[config.mk]
export PLATFORM = sky130hd
export DESIGN_NAME = mem_stage
export DESIGN_NICKNAME = d
export VERILOG_FILES = /design/src/rtl/mem_stage.sv
export SDC_FILE = /design/constraint.sdc
export NUM_CORES = 1
export LEC_CHECK = 0
export CORE_ASPECT_RATIO = 1.5
export CORE_MARGIN = 10
export CORE_UTILIZATION = 49
export DETAILED_ROUTE_END_ITERATION = 12
export PLACE_DENSITY_LB_ADDON = 0.12
export REMOVE_ABC_BUFFERS = 1
export SLEW_MARGIN = 20
export SYNTH_ARGS = -nofsm -noshare
export SYNTH_HDL_FRONTEND = slang
export SYNTH_SLANG_ARGS = --single-unit
[constraint.sdc]
create_clock -name clk -period 5.4 [get_ports clk]
set_input_delay 0.81 -clock clk [delete_from_list [all_inputs] [get_ports clk]]
set_output_delay 0.81 -clock clk [all_outputs]
set_load 0.03 [all_outputs]
[src/rtl/mem_stage.sv]
// Memory-access stage: holds one instruction from execute, merges the
// synchronous-SRAM read word into the load result, and hands it to writeback.
module mem_stage #(
    parameter int unsigned ES_TO_MS_BUS_WD = 111,
    parameter int unsigned MS_TO_WS_BUS_WD = 70
) (
    input  logic                       clk,
    input  logic                       reset,
    input  logic                       ws_allowin,
    output logic                       ms_allowin,
    input  logic                       es_to_ms_valid,
    input  logic [ES_TO_MS_BUS_WD-1:0] es_to_ms_bus,
    output logic                       ms_to_ws_valid,
    output logic [MS_TO_WS_BUS_WD-1:0] ms_to_ws_bus,
    input  logic [31:0]                data_sram_rdata,
    output logic [37:0]                ms_dest_withvalid
);

    localparam int unsigned DATA_W = 32;
    localparam int unsigned DEST_W = 5;

    logic                       ms_valid;
    logic                       ms_ready_go;
    logic [ES_TO_MS_BUS_WD-1:0] es_to_ms_bus_r;

    logic [DATA_W-1:0] rt_value;
    logic              lwl;
    logic              lwr;
    logic [1:0]        load_choice;
    logic              lb;
    logic              lbu;
    logic              lh;
    logic              lhu;
    logic              res_from_mem;
    logic              gr_we;
    logic [DEST_W-1:0] dest;
    logic [DATA_W-1:0] exe_result;
    logic [DATA_W-1:0] pc;

    logic [7:0]        load_byte;
    logic [15:0]       load_half;
    logic [DATA_W-1:0] final_result;
    logic              fwd_valid;

    // Unpack the held execute-stage payload
    assign {rt_value, lwl, lwr, load_choice, lb, lbu, lh, lhu,
            res_from_mem, gr_we, dest, exe_result, pc} = es_to_ms_bus_r;

    // Single-cycle stage: never stalls on its own
    assign ms_ready_go    = 1'b1;
    assign ms_allowin     = !ms_valid || (ms_ready_go && ws_allowin);
    assign ms_to_ws_valid = ms_valid && ms_ready_go;

    // Stage occupancy; reset drops the held instruction immediately
    always_ff @(posedge clk or posedge reset) begin
        if (reset) begin
            ms_valid <= 1'b0;
        end else if (ms_allowin) begin
            ms_valid <= es_to_ms_valid;
        end
    end

    // Payload register only moves on a real transfer, bubbles leave it untouched
    always_ff @(posedge clk or posedge reset) begin
        if (reset) begin
            es_to_ms_bus_r <= '0;
        end else if (es_to_ms_valid && ms_allowin) begin
            es_to_ms_bus_r <= es_to_ms_bus;
        end
    end

    // Sub-word extraction from the read word
    always_comb begin
        load_byte = data_sram_rdata[7:0];
        load_half = load_choice[1] ? data_sram_rdata[31:16] : data_sram_rdata[15:0];
        case (load_choice)
            2'd0:    load_byte = data_sram_rdata[7:0];
            2'd1:    load_byte = data_sram_rdata[15:8];
            2'd2:    load_byte = data_sram_rdata[23:16];
            default: load_byte = data_sram_rdata[31:24];
        endcase
    end

    // Result merge; load flags resolved by fixed priority if several are set
    always_comb begin
        final_result = exe_result;
        if (res_from_mem) begin
            if (lwl) begin
                case (load_choice)
                    2'd0:    final_result = {data_sram_rdata[7:0],  rt_value[23:0]};
                    2'd1:    final_result = {data_sram_rdata[15:0], rt_value[15:0]};
                    2'd2:    final_result = {data_sram_rdata[23:0], rt_value[7:0]};
                    default: final_result = data_sram_rdata;
                endcase
            end else if (lwr) begin
                case (load_choice)
                    2'd0:    final_result = data_sram_rdata;
                    2'd1:    final_result = {rt_value[31:24], data_sram_rdata[31:8]};
                    2'd2:    final_result = {rt_value[31:16], data_sram_rdata[31:16]};
                    default: final_result = {rt_value[31:8],  data_sram_rdata[31:24]};
                endcase
            end else if (lb) begin
                final_result = {{24{load_byte[7]}}, load_byte};
            end else if (lbu) begin
                final_result = {24'd0, load_byte};
            end else if (lh) begin
                final_result = {{16{load_half[15]}}, load_half};
            end else if (lhu) begin
                final_result = {16'd0, load_half};
            end else begin
                final_result = data_sram_rdata;
            end
        end
    end

    // Register 0 is hardwired, so it is never a bypass source
    assign fwd_valid = ms_valid && gr_we && (dest != DEST_W'(0));

    assign ms_to_ws_bus      = MS_TO_WS_BUS_WD'({gr_we, dest, final_result, pc});
    assign ms_dest_withvalid = {final_result, fwd_valid, dest};

endmodule

==> results of run 1 <==
metrics by stage:
| step | setup WS, ns | hold slack (ns) | power, mW |
|---|---|---|---|
| 2_1_floorplan | 1.07 | 0.476 | 1.98 |
| 3_3_place_gp | 1.20 | 0.484 | 2.63 |
| 3_5_place_dp | 1.12 | 0.495 | 2.66 |
| 4_1_cts | 1.11 | 0.511 | 3.35 |
| 5_1_grt | 0.994 | 0.525 | 3.47 |
| 6_report | 1.09 | 0.509 | 3.32 |
path summary, 6_finish.rpt:
path,startpoint,to,slack (ns),cells after the start
max,data_sram_rdata[23],ms_dest_withvalid[21],1.09,6
max reg2reg,ms_to_ws_valid,es_to_ms_bus_r[81],3.21,4
min,es_to_ms_bus_r[29],es_to_ms_bus_r[29],0.51,1
min reg2reg,es_to_ms_bus_r[29],es_to_ms_bus_r[29],0.51,1
max in group asynchronous,reset,es_to_ms_bus_r[109],3.29,3
min in group asynchronous,reset,es_to_ms_bus_r[28],1.03,2
power groups by stage:
stage,registers (mW),logic (mW),clock network [mW]
4_1_cts,1.07,1.57,0.704
3_5_place_dp,1.09,1.57,0
6_report,1.07,1.56,0.687
2_1_floorplan,1.18,0.806,0
3_3_place_gp,1.08,1.55,0
5_1_grt,1.09,1.65,0.735
area by class of cell:
type	instances	area, sq um	area share [%]
clock inverters	6	76.3	0.822
multi-input cells	350	3300	35.5
clock buffers	10	229	2.47
repair buffers	267	2650	28.5
flip-flops and latches	112	2810	30.2
well taps	165	206	2.22
inverters	6	25.0	0.270
worst max-delay path, cell delays in order:
cell,delay [ns]
clkdlybuf4s50_1,0.50
mux2i_1,0.29
mux2i_1,0.21
a311oi_4,0.76
a21oi_1,0.23
clkdlybuf4s50_1,0.69
routing by layer:
layer,wire length (um),track usage [%]
met1,7960,24.1
met2,11100,38.1
met3,2260,8.57
met4,317,5.39
met5,0,0
kinds of logic after synthesis:
kind of cell / synth area share (%)
AOI/OAI and AO/OA: 11.4
and+or+nand+nor: 3.14
muxes: 32.9
DFF: 40.4
buffers and inverters: 12.2
placed cells by master, fill, tap and decap left out, drive strengths merged, types with 2 or more instances in the layout:
cell type,Yosys,final
nor2,26,26
a211o,8,8
mux2i,45,45
nand2,14,14
or3,2,2
o2bb2ai,8,8
o21ai,9,9
o22ai,24,24
a221oi,8,8
clkinvlp,0,2
buf,101,11
clkdlybuf4s50,0,256
a22oi,16,16
mux4,14,14
inv,5,8
nand2b,2,2
clkbuf,10,10
mux2,134,134
nor3,2,2
dfrtp,112,112
a21oi,33,33
registers in the layout, indices dropped and copies added, names as in the netlist:
signal and cells:
es_to_ms_bus_r 111, ms_to_ws_valid 1
==> flow_summary_export.csv, run 1 <==
group,metric,value,unit
detailed_routing,antenna_left,0,
timing,rsz0062_at_grt,"no",
layout,fin_util,66.7,%
global_routing,antenna_found_initial,0,
timing,finalSetupViolCount,0,
global_routing,grt_pass1_wl,32.9,mm
worst_setup_path,worst-endpoint-arrival,3.50,ns
flow_run,maxCapViolCount,0,
pwr,seq_power_share,32.4,%
pwr,p_int,2.05,mW
synth,ys_seq_area_share,40.4,%
pwr,p_comb_share,47.0,%
layout,area_growth,33.8,%
synth,synthFlopType,"dfrtp_1",
worst_setup_path,cp-end-kind,"output port",
global_routing,overflow,0,
synth,synthTopCellsByCount,"mux2_2 (132), dfrtp_1 (112), buf_4 (80)",
global_routing,grt_start_max_net_pins,74,
synth,yosysMostFrequentCell,"mux2_2",
detailed_routing,via_count,5236,
pwr,swShare,38.2,%
pwr,clkPwrFrac,20.7,%
clock_tree,clk_pin_slew,0.08,ns
timing,setup_tns,0,ns
synth,netlist_area,6940,sq um
detailed_routing,wirelength,21.7,mm
clock_tree,cts_tree,"yes",
detailed_routing,drtIter0Drc,317,
layout,layout.cells.non_filler,916,
placement,portBuffers,256,
layout,antennaDiodeCount,0,
layout,final_nets,893,
clock_tree,ctsResizeCount,0,
clock_tree,clock_path_buffers,2,
worst_setup_path,worst-setup-path-type,"input pin to output port",
timing,finalHoldViolations,0,
clock_tree,postCtsSetupBuffers,0,
pwr,p_per_area,358,nW/um^2
synth,yosysUniqueCellTypes,37,
clock_tree,root_buffer,"clkbuf_16",
detailed_routing,dr.pass1.iters,5,
detailed_routing,viasPerCell,5.72,
synth,ys_async_sr_fraction,100,%
synth,synth.largest_area_cell,"dfrtp_1",
placement,gp_congestion,0.853,
pwr,power.switching,1.27,mW
synth,ys_seq_elements,112,
synth,synth.avg_cell_area,12.0,sq um
floorplanning,die_area,19400,sq um
layout,drive_gt1_share,25.7,%
floorplanning,rows,53,
worst_setup_path,required,4.59,ns
timing,slew_headroom,37.4,%
clock_tree,ctsHoldBuffers,0,
placement,dpl_cell_area,8980,sq um
timing,slew_viol_final,0,
timing,post-route-period-util,79.8,%
floorplanning,die_x,117,um
detailed_routing,wl_per_cell,23.7,um
min_path,holdCritPathClass,"flip-flop to flip-flop",
floorplanning,fp.coreArea,13900,sq um
timing,worst_pin_slew,0.939,ns
floorplanning,die-height,166,um
timing,fin_skew,0.00901,ns
layout,final_cell_area,9280,sq um
synth,yosys-top-cells-area,"dfrtp_1 (40%), mux2_2 (21%), buf_4 (8.7%), mux2i_1 (6.5%), mux4_2 (3.9%)",
timing,fmax,232,MHz
pwr,p_leak,3.78,nW
synth,syn_inst,579,
run_status,status,"finished, final reports clean",
placement,dp_cells,900,
detailed_routing,drc,0,
timing,period_needed,4.31,ns
global_routing,grt_use_total,21.9,%
placement,dp_hpwl,16.1,mm
clock_tree,clk_latency,0.34,ns
layout,nFillCells,1093,
floorplanning,ios,257,
floorplanning,initial_core_util,49.8,%
worst_setup_path,crit_fanout,8,
clock_tree,htreeDepth,3,
clock_tree,cts_sinks,112,
synth,netlist.area_leader.share,40.4,%
synth,synth-edff-count,0,
worst_setup_path,cp-start-kind,"input pin",
clock_tree,cts_buffers,9,
global_routing,grt_pass1_vias,5778,
pwr,ir_drop,0.205,mV
synth,ys_warn_count,0,
Note: power is estimated with default switching activity, not from simulation.
==> run 2, diff against run 1 <==
Settings changed: CORE_UTILIZATION 49 to 45.
Clock period 5.4 ns to 4.4 ns, I/O delays scaled along.
==> flow_summary_export.csv, run 2 (synthesized netlist as in run 1, its figures left out) <==
group,metric,value,unit
layout,antennaDiodeCount,0,
global_routing,grt_use_total,20.5,%
layout,nFillCells,1260,
floorplanning,initial_core_util,45.8,%
pwr,p_per_area,442,nW/um^2
timing,rsz0062_at_grt,"no",
clock_tree,ctsResizeCount,0,
pwr,clkPwrFrac,21.8,%
worst_setup_path,r2r-start,"ms_to_ws_valid",
floorplanning,die-height,172,um
global_routing,grt_start_max_net_pins,68,
worst_setup_path,r2r_end,"es_to_ms_bus_r[72]",
global_routing,top_usage_layer,"met2",
worst_setup_path,cp-startpoint,"es_to_ms_bus_r[77]",
clock_tree,cts_sinks,112,
clock_tree,clk_latency,0.35,ns
layout,fin_util,62.0,%
pwr,p_int,2.57,mW
clock_tree,htreeDepth,3,
pwr,power.switching,1.57,mW
timing,slew_headroom,36.3,%
worst_setup_path,cp-start-kind,"flip-flop",
detailed_routing,dr.pass1.iters,4,
run_status,status,"finished, final reports clean",
timing,slew_viol_final,0,
detailed_routing,wl_per_cell,23.0,um
layout,layout.cells.non_filler,953,
flow_run,maxCapViolCount,0,
min_path,hold_depth,1,
detailed_routing,antenna_left,0,
worst_setup_path,reg2reg_slack,2.37,ns
timing,fin_skew,0.00673,ns
timing,setup_tns,0,ns
layout,drive_gt1_share,26.4,%
clock_tree,cts_tree,"yes",
timing,worst_pin_slew,0.951,ns
clock_tree,postCtsSetupBuffers,0,
global_routing,grtUsageMet3,7.21,%
clock_tree,clock_path_buffers,2,
clock_tree,cts_buffers,9,
pwr,seq_power_share,31.7,%
layout,final_cell_mix,"clkdlybuf4s50_1 (254), mux2_2 (132), dfrtp_1 (110)",
timing,finalSetupViolCount,0,
timing,fmax,243,MHz
detailed_routing,drtIter0Drc,333,
detailed_routing,wirelength,21.9,mm
global_routing,grt_pass1_vias,5913,
floorplanning,ios,257,
pwr,power,4.14,mW
placement,portBuffers,256,
clock_tree,clk_pin_slew,0.07,ns
worst_setup_path,worst-setup-path-type,"flip-flop to output port",
layout,area_growth,35.2,%
timing,finalHoldViolations,0,
layout,final_nets,896,
global_routing,grt.met1_usage,22.3,%
worst_setup_path,cp-end-kind,"output port",
layout,final_common_cell,"clkdlybuf4s50_1",
worst_setup_path,crit_fanout,14,
pwr,ir_drop,0.273,mV
global_routing,overflow,0,
detailed_routing,drc,0,
detailed_routing,via_count,5227,
timing,period_needed,4.11,ns
worst_setup_path,required,3.74,ns
placement,gp_congestion,0.875,
worst_setup_path,worst-endpoint-arrival,3.45,ns
pwr,swShare,37.9,%
global_routing,grtUsageMet2,36.7,%
floorplanning,die_x,121,um
pwr,p_leak,3.81,nW
pwr,p_comb_share,46.5,%
placement,dp_cells,937,
floorplanning,rows,55,
global_routing,antenna_found_initial,0,
worst_setup_path,reg2reg_depth,4,
clock_tree,root_buffer,"clkbuf_16",
detailed_routing,viasPerCell,5.48,
layout,largest_register,"es_to_ms_bus_r",
min_path,holdCritPathClass,"flip-flop to flip-flop",
timing,post-route-period-util,93.5,%
min_path,min_to,"es_to_ms_bus_r[16]",
placement,dp_hpwl,16.5,mm
floorplanning,fp.coreArea,15100,sq um
layout,largest_reg_flops,111,
min_path,hold_path.startpoint,"es_to_ms_bus_r[16]",
floorplanning,die_area,20900,sq um
clock_tree,ctsHoldBuffers,0,
global_routing,grt_pass1_wl,33.3,mm
[run 2: cell count changes in the layout (fill, tap and decap cells not counted)]
cell	change
buf_4	+4
clkdlybuf4s50_1	-2
buf_12	+1
bufinv_16	+1
clkbuf_1	-1
clkinvlp_4	+1
inv_8	-1
[run 2: power by group through the flow]
stage / sequential [mW] / clock (mW) / combinational (mW)
2_1_floorplan: 1.44 / 0 / 0.989
3_3_place_gp: 1.33 / 0 / 1.92
3_5_place_dp: 1.33 / 0 / 1.94
4_1_cts: 1.31 / 0.928 / 1.94
5_1_grt: 1.33 / 0.967 / 2.03
6_report: 1.31 / 0.903 / 1.92
[run 2: cell type report]
type                       count  area, sq um  share of cell area, %
clock buffer                   9          225                   2.40
inverter                       6         25.0                  0.267
sequential                   112         2810                   29.9
timing repair buffer         270         2680                   28.5
clock inverter                 7          103                   1.09
tap                          199          249                   2.65
multi-input combinational    350         3300                   35.2
[run 2: routing by layer]
metal / wire length (um) / share of wire [%]
met3: 1920 / 8.8
met5: 0 / 0
met4: 336 / 1.5
met1: 8150 / 37
met2: 11500 / 53
[run 2: worst max-delay path by stage]
stage                                  to  slack [ns]  cells after the start
floorplan           ms_dest_withvalid[14]        0.22                      4
global placement    ms_dest_withvalid[16]        0.55                      6
detailed placement  ms_dest_withvalid[17]        0.48                      6
CTS                      ms_to_ws_bus[39]        0.26                      5
global route        ms_dest_withvalid[17]        0.21                      4
finish                   ms_to_ws_bus[39]        0.29                      5
[run 2: critical path, cell delays in order (launching register included)]
cell	delay [ns]
dfrtp_1	0.60
nor3_2	0.81
nand2_1	0.59
nor2_1	0.23
a211o_1	0.18
clkdlybuf4s50_1	0.69
[run 2: per-stage QoR]
stage / instance area, sq um / hold WS [ns] / worst slack, ns
floorplan: 6110 / 0.476 / 0.221
global placement: 9050 / 0.483 / 0.553
detailed placement: 9050 / 0.491 / 0.476
CTS: 9380 / 0.509 / 0.258
global route: 9380 / 0.515 / 0.205
finish: 9380 / 0.508 / 0.286
==> run 3, diff against run 2 <==
Settings changed: SKIP_CTS_REPAIR_TIMING set to 1.
==> results of run 3 <==
No change in the layout: final DEF, timing and power equal those of run 2.
